--- config.mk ---
export PLATFORM = sky130hd
export DESIGN_NAME = empacotar_digitos
export DESIGN_NICKNAME = d
export VERILOG_FILES = /design/src/rtl/placar_pkg.sv /design/src/rtl/empacotar_digitos.sv
export SDC_FILE = /design/constraint.sdc
export NUM_CORES = 1
export LEC_CHECK = 0
export BUFFER_PORTS_ARGS = -buffer_cell sky130_fd_sc_hd__clkbuf_2
export CAP_MARGIN = 20
export CORE_UTILIZATION = 40
export DETAILED_ROUTE_END_ITERATION = 7
export GPL_TIMING_DRIVEN = 0
export PLACE_DENSITY_LB_ADDON = 0.05
export SETUP_SLACK_MARGIN = 0.4
export SLEW_MARGIN = 20
export SYNTH_ARGS = -nofsm -noshare
export SYNTH_HDL_FRONTEND = slang
export SYNTH_SLANG_ARGS = --single-unit
--- constraint.sdc ---
create_clock -name clk -period 1.05 [get_ports clk]
set_input_delay 0.1575 -clock clk [delete_from_list [all_inputs] [get_ports clk]]
set_output_delay 0.1575 -clock clk [all_outputs]
set_load 0.01 [all_outputs]
--- src/rtl/placar_pkg.sv ---
`default_nettype none
// ============================================================================
//  Module      : placar_pkg
//  Description : Shared constants for the scoreboard digit datapath.
//                Holds the packer state encoding and the largest legal
//                BCD digit value.
//  Revision    : 1.0  initial release
// ============================================================================
package placar_pkg;

    // Packer state encoding (single bit: collecting / holding a word)
    localparam logic [0:0] COLETA  = 1'b0;
    localparam logic [0:0] CHEIO   = 1'b1;

    // Largest value a BCD digit may legally take
    localparam int         BCD_MAX = 9;

endpackage : placar_pkg
`default_nettype wire

--- src/rtl/empacotar_digitos.sv ---
`default_nettype none
// ============================================================================
//  Module      : empacotar_digitos
//  Description : Packs N_DIG digits of W bits each into one registered word.
//                The first digit accepted lands in slot 0 (LSBs). Once the
//                word is complete it is held with out_valid until the
//                consumer takes it; no digit is accepted while it is held.
//                limpar discards a partially collected word.
//  Options     : `define EMPACOTAR_BCD_CHECK_EN to flag words that contain a
//                digit above 9 (reported on erro with out_valid). Without it,
//                erro is tied low and no compare logic exists.
//  Revision    : 1.0  initial release
// ----------------------------------------------------------------------------
//  Parameters
//    N_DIG      digits per output word (2..8)
//    W          bits per digit (>= 4 when the BCD check is enabled)
//  Ports
//    clk        in   rising-edge clock
//    reset      in   synchronous active-high reset
//    dig_in     in   [W]        digit offered
//    dig_valid  in   dig_in valid this cycle
//    dig_ready  out  block accepts a digit this cycle
//    limpar     in   discard the partial word (ignored while a word is held)
//    saida      out  [N_DIG*W]  packed word, registered
//    out_valid  out  saida holds a complete word
//    out_ready  in   consumer accepts saida this cycle
//    erro       out  held word contains a non-BCD digit
// ============================================================================
module empacotar_digitos
    import placar_pkg::*;
#(
    parameter int N_DIG = 2,
    parameter int W     = 4
) (
    input  logic               clk,
    input  logic               reset,
    input  logic [W-1:0]       dig_in,
    input  logic               dig_valid,
    output logic               dig_ready,
    input  logic               limpar,
    output logic [N_DIG*W-1:0] saida,
    output logic               out_valid,
    input  logic               out_ready,
    output logic               erro
);

    localparam int CW = $clog2(N_DIG + 1);

    logic [0:0]    r_state;
    logic [CW-1:0] r_cnt;

    // Ready depends only on the state register, never on the inputs.
    assign dig_ready = (r_state == COLETA);

    // ------------------------------------------------------------------------
    // Parameter sanity checks (elaboration time)
    // ------------------------------------------------------------------------
    if (N_DIG < 2 || N_DIG > 8) begin : g_ndig_range_bad
        $error("empacotar_digitos: N_DIG must be in 2..8");
    end

    // ------------------------------------------------------------------------
    // Collect / hold state machine and word register
    // ------------------------------------------------------------------------
    always_ff @(posedge clk) begin
        if (reset) begin
            r_state   <= COLETA;
            r_cnt     <= '0;
            saida     <= '0;
            out_valid <= 1'b0;
        end else begin
            case (r_state)
                COLETA: begin
                    // limpar wins over a simultaneous digit
                    if (limpar) begin
                        r_cnt <= '0;
                        saida <= '0;
                    end else if (dig_valid) begin
                        // Constant-index slot decode keeps the part-selects static
                        for (int k = 0; k < N_DIG; k++) begin
                            if (r_cnt == CW'(k)) begin
                                saida[k*W +: W] <= dig_in;
                            end
                        end
                        r_cnt <= r_cnt + CW'(1);
                        if (r_cnt == CW'(N_DIG - 1)) begin
                            r_state   <= CHEIO;
                            out_valid <= 1'b1;
                        end
                    end
                end
                default: begin
                    // Word held; slots keep their old contents after hand-off
                    // until the next word overwrites them one by one.
                    if (out_ready) begin
                        r_state   <= COLETA;
                        out_valid <= 1'b0;
                        r_cnt     <= '0;
                    end
                end
            endcase
        end
    end

    // ------------------------------------------------------------------------
    // Optional BCD range check
    // ------------------------------------------------------------------------
`ifdef EMPACOTAR_BCD_CHECK_EN
    if (W < 4) begin : g_bcd_width_bad
        $error("empacotar_digitos: BCD check needs W >= 4");
    end

    logic r_err;

    // Sticky over one word: set by any accepted digit above 9, cleared when
    // the word is handed off or discarded.
    always_ff @(posedge clk) begin
        if (reset) begin
            r_err <= 1'b0;
        end else if (r_state == COLETA) begin
            if (limpar) begin
                r_err <= 1'b0;
            end else if (dig_valid && (dig_in > W'(BCD_MAX))) begin
                r_err <= 1'b1;
            end
        end else if (out_ready) begin
            r_err <= 1'b0;
        end
    end

    assign erro = r_err & out_valid;
`else
    assign erro = 1'b0;
`endif

endmodule : empacotar_digitos
`default_nettype wire

==> flow_metrics.env, run 1 <==
export IMPL_outcome="finished, violations left"
export IMPL_violations="setup timing"
export IMPL_clk_pin_slew_ns=0.07
export IMPL_io_buffers=18
export IMPL_period_share_pct=109
export IMPL_netlist_area_leader_share_pct=46.0
export IMPL_ys_warn_count=0
export IMPL_grt_max_degree=11
export IMPL_syn_to_final_growth_pct=55.9
export IMPL_ys_flop_type="dfxtp_1"
export IMPL_routed_wl_mm=1.04
export IMPL_switching_power_uw=201
export IMPL_drc=0
export IMPL_dp_cells=83
export IMPL_p_int_uw=663
export IMPL_rsz0062_at_grt="true"
export IMPL_cp_max_fo=4
export IMPL_antenna_cells=0
export IMPL_grt_pass1_vias=402
export IMPL_crit_type="reg2reg"
export IMPL_finalNonFillerCells=90
export IMPL_arrival_ns=1.34
export IMPL_num_rows=12
export IMPL_slew_violations=0
export IMPL_seqPwrFrac_pct=55.0
export IMPL_synth_area_leaders="dfxtp_1 (46%), a22o_1 (13%), ha_1 (4.8%)"
export IMPL_fmax_mhz=874
export IMPL_h_tree_depth=1
export IMPL_power_density_nw_per_um2=1060
export IMPL_die_w_um=38.1
export IMPL_synth_top_area_cell="dfxtp_1"
export IMPL_synth_yosys_seq_area_share_pct=46.0
export IMPL_p_leak_uw=0.000348
export IMPL_wire_per_inst_um=11.5
export IMPL_syn_area_sq_um=522
export IMPL_synth_area_per_cell_sq_um=10.2
export IMPL_crit_path_end_kind="register"
export IMPL_ys_types=22
export IMPL_synth_edff_count=0
export IMPL_hold_class="in2reg"
export IMPL_worstSkewPairLatency_ns=0.26
export IMPL_fin_nets=89
export IMPL_ir_drop_v=0.000912
export IMPL_clockPowerShare_pct=30.2
export IMPL_syn_nets=62
export IMPL_path_cells="inv_4 > ha_4 > a21o_1 > a21oi_4 > a22o_1"
export IMPL_drtPass1Iterations=1
export IMPL_worst_slack_ns=-0.0943
export IMPL_core_area_sq_um=1160
export IMPL_whs_ns=0.0860
export IMPL_finClkSkew_ns=0.00437
export IMPL_root_buffer="clkbuf_4"
export IMPL_worstReg2RegStart="r_cnt[1]"
export IMPL_dr_first_iter_drc_count=0
export IMPL_cap_viol_max_count=0
export IMPL_finalHoldViolCount=0
export IMPL_ys_ff_latch=12
export IMPL_finalSetupViolations=9
export IMPL_start_kind="register"
export IMPL_io_pins=20
export IMPL_hpwl_um=781
export IMPL_critPathMaxStageDelay_ns=0.34
export IMPL_ctsLongestPathBuffers=2
export IMPL_synthCells=51
export IMPL_cts_buffers=3
export IMPL_dr_total_vias=445
export IMPL_die_height_um=38.1
export IMPL_ctsHoldBuffers=0
export IMPL_worstPathRequired_ns=1.25
export IMPL_gp_congestion=0.771
export IMPL_ant_nets=0
export IMPL_cts_sink_count=12
export IMPL_start_util_pct=45.1
export IMPL_fin_crit_ns=1.14
export IMPL_yosysMostFrequentCell="dfxtp_1"
export IMPL_synthTopCellsByCount="dfxtp_1 (12), a22o_1 (8), nor2_1 (4), nor2b_1 (4), inv_1 (3)"
export IMPL_p_comb_share_pct=14.8
export IMPL_pre_cts_ws_ns=-0.0800
export IMPL_die_area_sq_um=1450
export IMPL_grtUsageTotal_pct=17.3
export IMPL_crit_slowest_cell="dfxtp_2"
export IMPL_drive_gt1_share_pct=69.7
export IMPL_cts_tree="done"
export IMPL_overflow=0
export IMPL_async_flop_share_pct=0
export IMPL_startpoint="r_cnt[1]"
export IMPL_grt_first_pass_wirelength_mm=1.67
export IMPL_netSwitchingFraction_pct=23.2
export IMPL_min_delay_start="out_ready"
export IMPL_via_per_inst=4.94
export IMPL_antenna_found_initial=0
## routing by layer
| layer | track usage (%) | up-vias | wire length, um |
|---|---|---|---|
| li1 | - | 233 | - |
| met4 | 2.68 | 0 | 0 |
| met5 | 0 | - | 0 |
| met1 | 22.2 | 198 | 469 |
| met2 | 26.3 | 14 | 508 |
| met3 | 8.72 | 0 | 60 |
## logic make-up (layout without fill, tap and decap cells)
| family | Yosys count | count (layout) | synth area share [%] |
|---|---|---|---|
| buffers and inverters | 5 | 30 | 4.56 |
| adder cells (fa/ha/maj) | 2 | 2 | 4.80 |
| flip-flops | 12 | 12 | 46.0 |
| AND/OR/NAND/NOR | 15 | 15 | 18.5 |
| AO/OA/AOI/OAI | 16 | 16 | 25.4 |
| other | 1 | 1 | 0.719 |
## worst max-delay path: cells and delay by family (launching register included)
| kind | cells | cell delay, ns |
|---|---|---|
| buffers and inverters | 1 | 0.05 |
| adder cells (fa/ha/maj) | 1 | 0.15 |
| flip-flops | 1 | 0.34 |
| AO/OA/AOI/OAI | 3 | 0.54 |
## flip-flops by register name, summed over array words and instances (netlist names)
| name | flops |
|---|---|
| saida | 8 |
| r_cnt | 2 |
| out_valid | 1 |
| r_state | 1 |
## placed cells by master, fill, tap and decap left out, drive strengths merged
| master | n |
|---|---|
| a211oi | 1 |
| a21oi | 3 |
| nor2b | 4 |
| nor2 | 5 |
| ha | 2 |
| and2b | 1 |
| and4bb | 1 |
| o31ai | 1 |
| nor3 | 1 |
| and3 | 1 |
| a22o | 8 |
| dfxtp | 12 |
| conb | 1 |
| nand4b | 1 |
| buf | 15 |
| nand3 | 1 |
| clkbuf | 12 |
| inv | 3 |
| a21o | 2 |
| o21ai | 1 |
## what timing repair did
action	CTS	global route
pin swaps	5	9
setup endpoints to repair	22	22
gates resized for setup	11	29
buffers inserted	4	0
endpoints found under the hold margin	0	0
cloned	0	0
## layout make-up
type / count / area (sq um)
fill: 86 / 343
sequential: 12 / 259
timing repair buffer: 22 / 170
buffer: 2 / 12.5
clock buffer: 3 / 22.5
multi-input combinational: 34 / 313
inverter: 3 / 18.8
tap: 14 / 17.5
## path summary, 6_finish.rpt
check / to / slack (ns) / cells after the start
max: saida[7] / -0.09 / 5
min: out_valid / 0.09 / 2
min reg2reg: saida[5] / 0.47 / 1
max reg2reg: saida[7] / -0.09 / 5
## metrics by stage
| step | utilization [%] | power (uW) | area [sq um] | setup TNS [ns] |
|---|---|---|---|---|
| 5_1_grt | 70.3 | 917 | 813 | -1.05 |
| 6_report | 70.3 | 864 | 813 | -0.633 |
| 3_5_place_dp | 55.8 | 585 | 646 | -0.586 |
| 3_3_place_gp | 55.8 | 584 | 646 | -0.548 |
| 2_1_floorplan | - | 546 | 538 | 0 |
| 4_1_cts | 61.8 | 856 | 714 | -0.740 |
## power groups by stage
stage / sequential (uW) / combinational (uW) / clock, uW
floorplan: 487 / 59.6 / 0
global placement: 484 / 100 / 0
detailed placement: 484 / 101 / 0
CTS: 472 / 108 / 275
global route: 476 / 143 / 298
finish: 475 / 128 / 261
No activity file was read; power rests on OpenSTA's default activity.
==> inputs of run 2 (changes only) <==
--- a/config.mk
+++ b/config.mk
@@ -5,8 +5,8 @@
 export SDC_FILE = /design/constraint.sdc
 export NUM_CORES = 1
 export LEC_CHECK = 0
-export BUFFER_PORTS_ARGS = -buffer_cell sky130_fd_sc_hd__clkbuf_2
-export CAP_MARGIN = 20
+export BUFFER_PORTS_ARGS = -buffer_cell sky130_fd_sc_hd__buf_2
+export CAP_MARGIN = 0
 export CORE_UTILIZATION = 40
 export DETAILED_ROUTE_END_ITERATION = 7
 export GPL_TIMING_DRIVEN = 0
==> run 2 against run 1 <==
The run still ends with setup timing left. Wire length increased by 6.4%. Via count increased by 4.9%. Clock skew increased by 0.0028 ns. Largest power group unchanged. First-iteration DRC count rose by 5. Power rose by 12%. Sequential share of layout area about the same.
==> flow_metrics.env, run 2 (synthesized netlist as in run 1, its figures left out) <==
export IMPL_arrival_ns=1.38
export IMPL_syn_to_final_growth_pct=55.6
export IMPL_io_buffers=18
export IMPL_cts_sink_count=12
export IMPL_cts_buffers=3
export IMPL_power_density_nw_per_um2=1190
export IMPL_core_area_sq_um=1160
export IMPL_grtUsageTotal_pct=18.0
export IMPL_die_area_sq_um=1450
export IMPL_fmax_mhz=867
export IMPL_finalNonFillerCells=92
export IMPL_place_area_sq_um=646
export IMPL_nFillCells=100
export IMPL_grt_max_degree=11
export IMPL_finalHoldViolCount=0
export IMPL_dr_total_vias=467
export IMPL_finalSetupViolations=9
export IMPL_num_rows=12
export IMPL_power_uw=964
export IMPL_final_area_sq_um=812
export IMPL_crit_type="reg2reg"
export IMPL_fin_nets=90
export IMPL_start_kind="register"
export IMPL_outcome="finished, violations left"
export IMPL_worstSkewPairLatency_ns=0.28
export IMPL_die_height_um=38.1
export IMPL_worst_slack_ns=-0.103
export IMPL_die_w_um=38.1
export IMPL_grt_pass1_vias=417
export IMPL_p_leak_uw=0.000354
export IMPL_via_per_inst=5.08
export IMPL_start_util_pct=45.1
export IMPL_root_buffer="clkbuf_4"
export IMPL_cp_max_fo=4
export IMPL_io_pins=20
export IMPL_dr_first_iter_drc_count=5
export IMPL_final_common_cell="buf_2"
export IMPL_r2r_slack_ns=-0.10
export IMPL_cts_tree="done"
export IMPL_min_delay_start="out_ready"
export IMPL_hpwl_um=770
export IMPL_largestRegisters="saida: 8 flops, r_cnt: 2 flops"
export IMPL_dp_cells=83
export IMPL_clk_pin_slew_ns=0.08
export IMPL_seqCellArea_sq_um=259
export IMPL_ir_drop_v=0.000824
export IMPL_cap_viol_max_count=0
export IMPL_antenna_cells=0
export IMPL_crit_path_end_kind="register"
export IMPL_finalSetupTns_ns=-0.701
export IMPL_gp_congestion=0.769
export IMPL_drive_gt1_share_pct=65.4
export IMPL_worstPathRequired_ns=1.28
export IMPL_hold_class="in2reg"
export IMPL_largest_reg_flops=8
export IMPL_utilization_pct=70.2
export IMPL_ctsLongestPathBuffers=2
export IMPL_h_tree_depth=1
export IMPL_ctsHoldBuffers=0
export IMPL_multi_input_area_sq_um=290
export IMPL_fin_crit_ns=1.15
export IMPL_antenna_found_initial=0
export IMPL_period_share_pct=110
export IMPL_overflow=0
export IMPL_wire_per_inst_um=12.0
export IMPL_rsz0062_at_grt="true"
export IMPL_top_register="saida"
export IMPL_ant_nets=0
export IMPL_drc=0
export IMPL_violations="setup timing"
export IMPL_startpoint="r_cnt[0]"
export IMPL_routed_wl_mm=1.10
export IMPL_drtPass1Iterations=4
export IMPL_slew_violations=0
export IMPL_final_cell_mix="buf_2 (11), dfxtp_2 (9), a22o_1 (8), buf_6 (8), buf_4 (6)"
export IMPL_grt_first_pass_wirelength_mm=1.73
export IMPL_finClkSkew_ns=0.00715
export IMPL_worstReg2RegStart="r_cnt[0]"
==> run 2: changes by cell type in the layout (fill, tap and decap cells not counted), sizes merged <==
cell	delta
clkbuf	-8
buf	+10
==> run 2: path summary, 6_finish.rpt <==
| check | end | cells past startpoint |
|---|---|---|
| min | out_valid | 2 |
| min reg2reg | out_valid | 1 |
| max reg2reg | saida[1] | 5 |
| max | saida[1] | 5 |
==> run 2: cell type report <==
| cell class | count | share of cell area, % |
|---|---|---|
| Multi-Input combinational cell | 34 | 35.7 |
| Sequential cell | 12 | 31.9 |
| Timing Repair Buffer | 23 | 21.9 |
| Clock buffer | 4 | 4.47 |
| Inverter | 3 | 2.31 |
| Tap cell | 14 | 2.16 |
| Buffer | 2 | 1.54 |
==> run 2: per-stage QoR <==
stage          setup WS [ns]  hold slack (ns)
2_1_floorplan        0.00786            0.246
3_3_place_gp         -0.0684            0.357
3_5_place_dp         -0.0807            0.362
4_1_cts               -0.101           0.0588
5_1_grt               -0.158           0.0698
6_report              -0.103           0.0707
==> run 2: routing by layer <==
metal  track usage (%)  share of wire, %  vias up
li1                  -                 -      240
met1              21.7                45      206
met2              28.0                48       19
met3              8.72               6.0        2
met4              5.36               1.1        0
met5                 0                 0        -
==> run 2: power by group <==
part	internal (uW)	switching [uW]
logic	66.3	58.0
registers	464	10.4
clock network	211	154
total	741	223
==> run 2: what timing repair did <==
action,in CTS,in global routing
gates resized for setup,15,11
hold endpoints to repair,0,0
buffers inserted,3,2
pin swaps,6,11
setup endpoints to repair,22,22
==> run 2: worst max-delay path, stage by stage (launching register included) <==
cell	delay [ns]
dfxtp_4	0.39
inv_4	0.04
ha_4	0.14
a21o_1	0.16
a21oi_2	0.20
a22o_1	0.17
==> inputs of run 3 (changes only) <==
--- a/config.mk
+++ b/config.mk
@@ -8,8 +8,10 @@
 export BUFFER_PORTS_ARGS = -buffer_cell sky130_fd_sc_hd__buf_2
 export CAP_MARGIN = 0
 export CORE_UTILIZATION = 40
+export CTS_BUF_LIST = sky130_fd_sc_hd__clkbuf_8 sky130_fd_sc_hd__clkbuf_16
 export DETAILED_ROUTE_END_ITERATION = 7
 export GPL_TIMING_DRIVEN = 0
+export HOLD_SLACK_MARGIN = 0.02
 export PLACE_DENSITY_LB_ADDON = 0.05
 export SETUP_SLACK_MARGIN = 0.4
 export SLEW_MARGIN = 20
==> run 3 against run 2 <==
The run still ends with setup timing left. Non-clock buffer count is 1 higher. Hold slack improved by 0.041 ns. First-iteration DRC count stayed put. Sequential share of layout area decreased by 1.5 points. Core utilization grew 3.9 points. Wire length fell by 2.3%. Setup slack gained 0.021 ns. Fmax grew 1.9%. Die area did not move. Largest cell class unchanged. Sequential power about the same.
==> flow_metrics.env, run 3 (synthesized netlist as in run 1, its figures left out) <==
export IMPL_outcome="finished, violations left"
export IMPL_violations="setup timing"
export IMPL_worst_slack_ns=-0.0816
export IMPL_power_density_nw_per_um2=1280
export IMPL_worstReg2RegStart="r_cnt[0]"
export IMPL_critPathMaxStageDelay_ns=0.37
export IMPL_final_cell_mix="dfxtp_2 (10), buf_6 (10), buf_2 (9), a22o_1 (8), buf_4 (7)"
export IMPL_die_height_um=38.1
export IMPL_crit_path_end_kind="register"
export IMPL_start_kind="register"
export IMPL_hpwl_um=770
export IMPL_largestRegisters="saida: 8 flops, r_cnt: 2 flops"
export IMPL_clockPowerShare_pct=45.0
export IMPL_rsz0062_at_grt="true"
export IMPL_ctsLongestPathBuffers=2
export IMPL_path_cells="inv_4 > ha_4 > a21o_1 > a21oi_2 > a22o_1"
export IMPL_p_leak_uw=0.000373
export IMPL_die_w_um=38.1
export IMPL_cts_tree="done"
export IMPL_routed_wl_mm=1.08
export IMPL_ir_drop_v=0.000803
export IMPL_drive_gt1_share_pct=68.4
export IMPL_switching_power_uw=232
export IMPL_place_area_sq_um=646
export IMPL_overflow=0
export IMPL_whs_ns=0.111
export IMPL_cp_max_fo=4
export IMPL_dr_first_iter_drc_count=5
export IMPL_period_share_pct=108
export IMPL_root_buffer="clkbuf_8"
export IMPL_slew_violations=0
export IMPL_grt_first_pass_wirelength_mm=1.75
export IMPL_hold_path_end="out_valid"
export IMPL_die_area_sq_um=1450
export IMPL_antenna_found_initial=0
export IMPL_largest_reg_flops=8
export IMPL_gp_congestion=0.769
export IMPL_grt_pass1_vias=427
export IMPL_finalSetupTns_ns=-0.585
export IMPL_fmax_mhz=884
export IMPL_cts_sink_count=12
export IMPL_ant_nets=0
export IMPL_nFillCells=80
export IMPL_crit_slowest_cell="dfxtp_4"
export IMPL_holdPathStages=2
export IMPL_finalHoldViolCount=0
export IMPL_dr_total_vias=460
export IMPL_via_per_inst=4.95
export IMPL_syn_to_final_growth_pct=64.3
export IMPL_worstSkewPairLatency_ns=0.24
export IMPL_multi_input_area_sq_um=295
export IMPL_seqCellArea_sq_um=260
export IMPL_start_util_pct=45.1
export IMPL_seqPwrFrac_pct=43.3
export IMPL_crit_type="reg2reg"
export IMPL_p_int_uw=867
export IMPL_r2r_slack_ns=-0.08
export IMPL_antenna_cells=0
export IMPL_top_register="saida"
export IMPL_fin_crit_ns=1.13
export IMPL_grtUsageTotal_pct=18.1
export IMPL_cap_viol_max_count=0
export IMPL_reg2reg_depth=5
export IMPL_p_comb_share_pct=11.7
export IMPL_critPathBufInv=1
export IMPL_finClkSkew_ns=0.00532
export IMPL_cts_buffers=3
export IMPL_core_area_sq_um=1160
export IMPL_grt_max_degree=11
export IMPL_io_buffers=18
export IMPL_drc=0
export IMPL_netSwitchingFraction_pct=21.1
export IMPL_drtPass1Iterations=3
export IMPL_worstPathRequired_ns=1.23
export IMPL_final_area_sq_um=857
export IMPL_wire_per_inst_um=11.6
export IMPL_num_rows=12
export IMPL_cpLargestDelayFamily="compound AO/OA/AOI/OAI gates"
export IMPL_power_uw=1100
export IMPL_finalSetupViolations=9
export IMPL_arrival_ns=1.31
export IMPL_hold_class="in2reg"
export IMPL_min_delay_start="out_ready"
export IMPL_h_tree_depth=1
export IMPL_clk_pin_slew_ns=0.05
export IMPL_io_pins=20
export IMPL_r2r_end="saida[1]"
export IMPL_fin_nets=91
-- run 3: cell count changes in the layout (fill, tap and decap cells not counted) --
cell,delta
nor3_2,+1
clkbuf_4,-3
clkbuf_8,+3
nor3_1,-1
buf_6,+2
dfxtp_2,+1
buf_4,+1
buf_2,-2
dfxtp_1,-1
-- run 3: worst max-delay path by stage --
stage | start | endpoint | slack, ns | cells after the start
global route | r_cnt[1] | saida[4] | -0.12 | 5
detailed placement | r_cnt[0] | saida[1] | -0.08 | 5
global placement | r_cnt[1] | saida[7] | -0.07 | 5
finish | r_cnt[0] | saida[1] | -0.08 | 5
floorplan | r_cnt[0] | saida[0] | 0.008 | 5
CTS | r_cnt[1] | saida[4] | -0.09 | 5
-- run 3: stage by stage --
step	cells	util [%]	setup WS (ns)
2_1_floorplan	51	-	0.00786
3_3_place_gp	83	55.8	-0.0684
3_5_place_dp	83	55.8	-0.0807
4_1_cts	91	68.0	-0.0929
5_1_grt	93	74.1	-0.122
6_report	93	74.1	-0.0816
-- run 3: cell type report --
class | instances | area share, %
repair buffers | 24 | 23.1
inverters | 3 | 2.19
plain buffers | 2 | 1.46
clock buffers | 4 | 6.42
multi-input cells | 34 | 34.5
flip-flops and latches | 12 | 30.4
well taps | 14 | 2.04
-- run 3: per-layer routing --
layer	global-route usage, %	routed length [um]	up-vias
met1	22.0	498	205
met3	8.72	63	0
met5	0	0	-
met4	5.36	0	0
li1	-	-	241
met2	28.0	516	14
-- run 3: repair_timing --
item                       4_1_cts  5_1_grt
setup endpoints to repair       22       22
pin swaps                        7       11
setup buffers                    4        2
gates resized for setup         17       13
hold buffers                     0        0
-- run 3: power by group through the flow --
| stage | clock network [uW] | registers, uW | logic (uW) |
|---|---|---|---|
| 6_report | 494 | 476 | 129 |
| 5_1_grt | 534 | 476 | 145 |
| 4_1_cts | 507 | 477 | 118 |
| 3_5_place_dp | 0 | 484 | 101 |
| 3_3_place_gp | 0 | 483 | 100 |
| 2_1_floorplan | 0 | 487 | 59.6 |
